[config.mk]
export PLATFORM = sky130hd
export DESIGN_NAME = shift_rows_pipe
export DESIGN_NICKNAME = d
export VERILOG_FILES = /design/src/rtl/shift_rows_pipe_pkg.sv /design/src/rtl/shift_rows_perm.sv /design/src/rtl/shift_rows_pipe.sv
export SDC_FILE = /design/constraint.sdc
export NUM_CORES = 1
export LEC_CHECK = 0
export ABC_AREA = 1
export CAP_MARGIN = 20
export CORE_MARGIN = 8
export CORE_UTILIZATION = 43
export CTS_BUF_LIST = sky130_fd_sc_hd__clkbuf_8
export CTS_CLUSTER_SIZE = 25
export DETAILED_ROUTE_END_ITERATION = 10
export PLACE_DENSITY = 0.95
export SETUP_SLACK_MARGIN = 0.4
export SYNTH_ARGS = -nofsm -noshare
export SYNTH_HDL_FRONTEND = slang
export SYNTH_SLANG_ARGS = --single-unit
[constraint.sdc]
create_clock -name clk -period 17 [get_ports clk]
set_input_delay 1.7 -clock clk [delete_from_list [all_inputs] [get_ports clk]]
set_output_delay 1.7 -clock clk [all_outputs]
set_load 0.1 [all_outputs]
[src/rtl/shift_rows_pipe_pkg.sv]
// shift_rows_pipe_pkg: row offsets, byte indexing and legal sizes for the ShiftRows pipeline
package shift_rows_pipe_pkg;
  localparam int NB_MIN = 4;
  localparam int NB_MAX = 8;
  localparam int STAGES_MIN = 1;
  localparam int STAGES_MAX = 4;
  function automatic bit nb_legal(int nb);
    return nb == 4 || nb == 6 || nb == 8;
  endfunction
  function automatic bit stages_legal(int stages);
    return stages >= STAGES_MIN && stages <= STAGES_MAX;
  endfunction
  // Rijndael with 8 columns shifts rows 2 and 3 one further than the narrower states
  function automatic int row_off(int nb, int r);
    return (nb == 8 && r > 1) ? r + 1 : r;
  endfunction
  function automatic int byte_idx(int r, int c);
    return 4 * c + r;
  endfunction
endpackage

[src/rtl/shift_rows_perm.sv]
// shift_rows_perm: combinational ShiftRows / InvShiftRows byte permutation
module shift_rows_perm
  import shift_rows_pipe_pkg::*;
#(
  parameter int NB = 4
) (
  input  logic             inv,
  input  logic [0:32*NB-1] in_data,
  output logic [0:32*NB-1] out_data
);
  for (genvar c = 0; c < NB; c++) begin : g_c
    for (genvar r = 0; r < 4; r++) begin : g_r
      localparam int FWD = (c + row_off(NB, r)) % NB;
      localparam int BWD = (c - row_off(NB, r) + NB) % NB;
      assign out_data[8*byte_idx(r, c) +: 8] = inv ? in_data[8*byte_idx(r, BWD) +: 8]
                                                   : in_data[8*byte_idx(r, FWD) +: 8];
    end
  end
endmodule

[src/rtl/shift_rows_pipe.sv]
// shift_rows_pipe: ShiftRows permutation followed by an elastic valid/ready register pipeline
module shift_rows_pipe
  import shift_rows_pipe_pkg::*;
#(
  parameter int NB     = 4,
  parameter int STAGES = 1
) (
  input  logic                         clk,
  input  logic                         reset,
  input  logic                         in_valid,
  output logic                         in_ready,
  input  logic                         in_inv,
  input  logic [0:32*NB-1]             in_data,
  output logic                         out_valid,
  input  logic                         out_ready,
  output logic [0:32*NB-1]             out_data,
  output logic [$clog2(STAGES+1)-1:0]  occupancy
);
  localparam int W  = 32 * NB;
  localparam int OW = $clog2(STAGES + 1);
  if (!nb_legal(NB) || !stages_legal(STAGES)) begin : g_bad
    $error("shift_rows_pipe: illegal NB=%0d or STAGES=%0d", NB, STAGES);
  end
  logic [0:W-1]        perm_data;
  logic [0:W-1]        data_q [STAGES];
  logic [STAGES-1:0]   valid_q, valid_d, rdy;
  logic [STAGES:0]     vsrc;
  logic [OW-1:0]       occ_q, occ_d;
  logic                acc, emit;
  shift_rows_perm #(.NB(NB)) u_perm (
    .inv      (in_inv),
    .in_data  (in_data),
    .out_data (perm_data)
  );
  assign vsrc = {valid_q, in_valid};
  // stage k can load unless it and every stage after it is full and the output is stalled
  always_comb begin
    rdy = '0;
    for (int k = 0; k < STAGES; k++)
      rdy[k] = out_ready || !(&(valid_q | STAGES'((1 << k) - 1)));
    valid_d = (rdy & vsrc[STAGES-1:0]) | (~rdy & valid_q);
    acc = in_valid && rdy[0];
    emit = valid_q[STAGES-1] && out_ready;
    occ_d = occ_q + OW'(acc) - OW'(emit);
  end
  always_ff @(posedge clk or negedge reset) begin
    if (!reset) begin
      valid_q <= '0;
      occ_q <= '0;
    end else begin
      valid_q <= valid_d;
      occ_q <= occ_d;
    end
  end
  always_ff @(posedge clk) begin
    if (acc) data_q[0] <= perm_data;
    for (int k = 1; k < STAGES; k++)
      if (rdy[k] && valid_q[k-1]) data_q[k] <= data_q[k-1];
  end
  assign in_ready = rdy[0];
  assign out_valid = valid_q[STAGES-1];
  assign out_data = data_q[STAGES-1];
  assign occupancy = occ_q;
endmodule

# Word-level counts from Yosys, hierarchy flattened
# Memory sizes are Yosys's and may differ from the RTL's.
# Index checks and enable logic that the tools add are counted.
# W data, S select, Z words.
dict set report classes {
  add_sub_neg 2
  n_mux 10
  bitwise 4
  n_reduce_logical 4
}
# operator count
set op_table {}
lappend op_table {{$mux W8} 8}
lappend op_table {{$and A1 B1 Y1} 2}
lappend op_table {{$logic_and A1 B1 Y1} 2}
lappend op_table {{$mux W1} 2}
lappend op_table {{$add A1 B1 Y1} 1}
lappend op_table {{$logic_not A1 Y1} 1}
lappend op_table {{$logic_or A1 B1 Y1} 1}
lappend op_table {{$not A1 Y1} 1}
lappend op_table {{$or A1 B1 Y1} 1}
lappend op_table {{$sub A1 B1 Y1} 1}
dict set report totals {
  regBits 2
  mem_bits_rw 128
  in_bits 133
  out_inout_bits 131
  n_memories 1
}
# memory words width read_ports rd_ports_with_merged_regs write_ports line
set mem_list {}
lappend mem_list {data_q 1 128 1 0 1 shift_rows_pipe.sv:25} ;# logic [0:W-1] data_q [STAGES];

# Logic depth before layout (Yosys ltp)
dict set report depth {
  ltp_word 5
  ltp_mapped 5
  depth_no_buf 5
}

# Cells and area by module
# A second synthesis with hierarchy kept.
dict set report unflattened {
  hier_cells 413
  area_unflattened_um2 5270.1
}
# module instances cells_each area_per_inst_um2 seq_area_each_um2
set by_module_without_submodules {}
lappend by_module_without_submodules {shift_rows_pipe 1 143 3945.0 3893.7}
lappend by_module_without_submodules {shift_rows_perm 1 270 1325.0 0.0}

# Worst setup path before layout
# No wires, ideal clock.
dict set report synth_timing {
  kind {input to register}
  start {in in_valid}
  end {mem data_q[0][0] (netlist bit), enable pin}
  setup_time_ns 0.657
  t_arrival_ns 7.922
  required_ns 16.343
  setup_slack_ns 8.421
  cell_stages 2
  n_path_buf 0
  cell_sequence {inv_1 a21oi_1}
}
dict set report synth_between {
  elab_chain_cells 3
}
# item line
set synth_rtl {}
lappend synth_rtl {{from (decl)} shift_rows_pipe.sv:10} ;# input logic in_valid,
lappend synth_rtl {{$logic_and A1 B1 Y1} shift_rows_pipe.sv:42} ;# acc = in_valid && rdy[0];
lappend synth_rtl {{named net acc} shift_rows_pipe.sv:29} ;# logic acc, emit;
lappend synth_rtl {{$mux W1} shift_rows_pipe.sv:56} ;# if (acc) data_q[0] <= perm_data;
lappend synth_rtl {{$mux W1 (not written as such)} shift_rows_pipe.sv:56}
lappend synth_rtl {{to (decl)} shift_rows_pipe.sv:25}
# The timed path passes the listed nets, and every way through them passes these cells.

# Worst setup path after layout
dict set report layout_timing {
  start {in out_ready}
  end {out in_ready}
}
dict set report layout_between {
  elab_chain_cells 1
}
# item line
set layout_rtl {}
lappend layout_rtl {{from (decl)} shift_rows_pipe.sv:15} ;# input logic out_ready,
lappend layout_rtl {{$logic_or A1 B1 Y1} shift_rows_pipe.sv:40} ;# rdy[k] = out_ready || !(&(valid_q | STAGES'((1 << k) - 1)));
lappend layout_rtl {{to (decl)} shift_rows_pipe.sv:11} ;# output logic in_ready,
# No other way between the ends.

==> results.py <==
metrics = {
    "placement": {
        "gp_congestion": 0.8017,
        "io_buffers": 263,
        "hpwl_um": 11740,
        "place_inst": 708,
    },
    "logic_synthesis": {
        "synth.distinct_cells": 11,
        "yosys_warnings": 0,
        "netlist_instances": 317,
        "ys_seq_elements": 130,
        "avgSynthCellArea_sq_um": 14.84,
        "synth_mux_area_share_pct": 0,
        "syn-num-nets": 450,
        "syn_area_sq_um": 4706,
        "yosys.area_share.simple_pct": 5.850,
        "yosys.area_share.xor_xnor_pct": 0,
        "seq_area_frac_synth_pct": 82.74,
        "synth_top_family_by_area": "compound AO/OA/AOI/OAI gates",
        "synth_fa_ha_area_share_pct": 0,
        "synth_compound_area_share_pct": 6.913,
    },
    "finish": {
        "multiInputGateArea_sq_um": 611.8,
        "syn2layout_area_growth_pct": 67.35,
        "final_cells": 740,
        "seq_area_sq_um": 3894,
        "fill_cells": 693,
        "drive_gt1_share_pct": 6.000,
        "nNetsFinal": 720,
        "final_core_util_pct": 73.29,
        "diodes": 0,
    },
    "floorplan": {
        "fp.dieW_um": 120.6,
        "die_h_um": 120.6,
        "num_io_pins": 264,
        "dieArea_sq_um": 14550,
        "initial_core_util_pct": 43.79,
        "row_count": 38,
        "core_sq_um": 10750,
    },
    "sta": {
        "fmax_mhz": 192.0,
        "slew_headroom_pct": 28.79,
        "hold_viol_final": 0,
        "rsz0062_at_grt": "false",
        "final.setup_skew_ps": 6.396,
        "tns_ps": 0,
        "setup_viol": 0,
        "hold_slack_ps": 576.6,
        "finalCriticalPeriod_ps": 5209,
        "slew_violations": 0,
        "worstMarginPinSlew_ps": 1065,
        "post-route-period-util_pct": 30.64,
    },
    "critical_path": {
        "worst_setup_path_start_kind": "input pin",
        "critPathArrivalTime_ps": 3510,
        "critPathKind": "input pin to primary output",
        "critPathCaptureType": "primary output",
        "required_ps": 15300,
        "critical_path.max_fanout": 2,
        "crit_path_start": "out_ready",
    },
    "power_and_ir_drop": {
        "pwr-share-comb_pct": 26.2,
        "pwr-share-clk_pct": 30.7,
        "power.switching_uw": 304.6,
        "intPower_uw": 584.7,
        "p_leak_nw": 2.924,
        "fin_total_pwr_uw": 889.3,
        "p_seq_share_pct": 43.1,
        "swShare_pct": 34.26,
        "power.density_nw_per_um2": 112.9,
        "peakVddDrop_mv": 0.05860,
    },
    "outcome": {
        "outcome": "completed",
    },
    "clock_network": {
        "clk_latency_ps": 420,
        "cts_max_level": 4,
        "cts-resized-gates": 0,
        "cts_post_setup_buffers_inserted": 0,
        "clk_pin_slew_ps": 80,
        "clockRootBuffer": "clkbuf_8",
        "hold_buffers": 0,
        "clock_path_buffers": 2,
        "cts_tree": "yes",
        "clock_sinks": 130,
        "cts-buffers-inserted": 17,
    },
    "routing": {
        "wl_um": 15430,
        "wl_per_cell_um": 20.85,
        "firstDrtPassIters": 4,
        "antenna_left": 0,
        "vias_per_cell": 4.815,
        "drc": 0,
        "drtIter0Drc": 240,
        "via_count": 3563,
    },
    "global_route": {
        "grt_pass1_vias": 3622,
        "grt_usage_pct": 21.07,
        "antenna_found_initial": 0,
        "grt_overflow_total": 0,
        "grt_first_pass_wirelength_um": 22440,
        "grt_max_degree": 129,
    },
    "flow_run": {
        "drv_cap": 0,
    },
    "min_path": {
        "min_path_type": "flip-flop to flip-flop",
        "hp-start": "occupancy$_DFF_PN0_",
    },
}
[stage by stage]
step           instance area [sq um]  setup slack (ps)
2_1_floorplan                   4706              8421
3_3_place_gp                    7457             11820
3_5_place_dp                    7457             11800
4_1_cts                         7875             11790
5_1_grt                         7875             11760
6_report                        7875             11790
[path summary, 6_finish.rpt]
check	to	slack [ps]	cells past startpoint
min reg2reg	occupancy$_DFF_PN0_	580	2
max reg2reg	data_q[0][4]$_DFFE_PP_	14500	3
min in group asynchronous	async pin	1440	1
min	occupancy$_DFF_PN0_	580	2
max in group asynchronous	occupancy$_DFF_PN0_	15440	1
max	in_ready	11790	4
[routing by layer]
layer / vias to the layer above / wire, um / track usage [%]
met1: 1695 / 5603 / 22.52
met4: 0 / 129 / 5.855
met5: - / 0 / 0
met2: 199 / 8195 / 37.48
li1: 1656 / - / -
met3: 13 / 1504 / 8.718
[sequential cells by signal, indices dropped and copies added (netlist names), named ones only]
name and flops:
occupancy 1, data_q 128
[cell usage in the layout, fill, tap and decap left out, types with 2 or more instances in the layout]
master           netlist  layout
nand2_1               40      40
clkdlybuf4s50_1        0     262
edfxtp_1             128     128
clkinv_2               0       3
inv_1                 35      35
clkinv_4               0       5
dfrtp_1                2       2
clkinvlp_4             0       2
clkbuf_8               0      17
bufinv_16              0       3
buf_4                  4       3
nor2_1                32      32
o21ai_0               31      31
a21oi_1               33      32
[power groups by stage]
| stage | combinational (mW) | clock [mW] | sequential [mW] |
|---|---|---|---|
| 2_1_floorplan | 0.0222 | 0 | 0.528 |
| 3_3_place_gp | 0.229 | 0 | 0.388 |
| 3_5_place_dp | 0.233 | 0 | 0.390 |
| 4_1_cts | 0.234 | 0.277 | 0.383 |
| 5_1_grt | 0.240 | 0.292 | 0.385 |
| 6_report | 0.233 | 0.273 | 0.383 |
[Yosys cell counts]
library cell | count | area, sq um
edfxtp_1 | 128 | 3844
nand2_1 | 40 | 150.1
inv_1 | 35 | 131.4
a21oi_1 | 33 | 165.2
nor2_1 | 32 | 120.1
o21ai_0 | 31 | 155.2
buf_2 | 10 | 50.05
buf_4 | 4 | 30.03
dfrtp_1 | 2 | 50.05
nand3_1 | 1 | 5.000
o21ai_1 | 1 | 5.000
[critical path: stages]
cell	delay, ps
clkdlybuf4s50_1	480
inv_1	90
nand2_1	90
clkdlybuf4s50_1	1140
[kinds of logic (layout without fill, tap and decap cells)]
group                  Yosys count  in the layout
AOI/OAI and AO/OA               65             65
buffers and inverters           49            332
DFF                            130            130
and+or+nand+nor                 73             73
[area by class of cell]
class,count,share of cell area [%]
clock buffers,17,2.971
clock inverters,15,2.336
inverters,35,1.668
multi-input cells,138,7.769
flip-flops and latches,130,49.44
well taps,140,2.224
repair buffers,265,33.59
No activity file was read; power rests on OpenSTA's default activity.
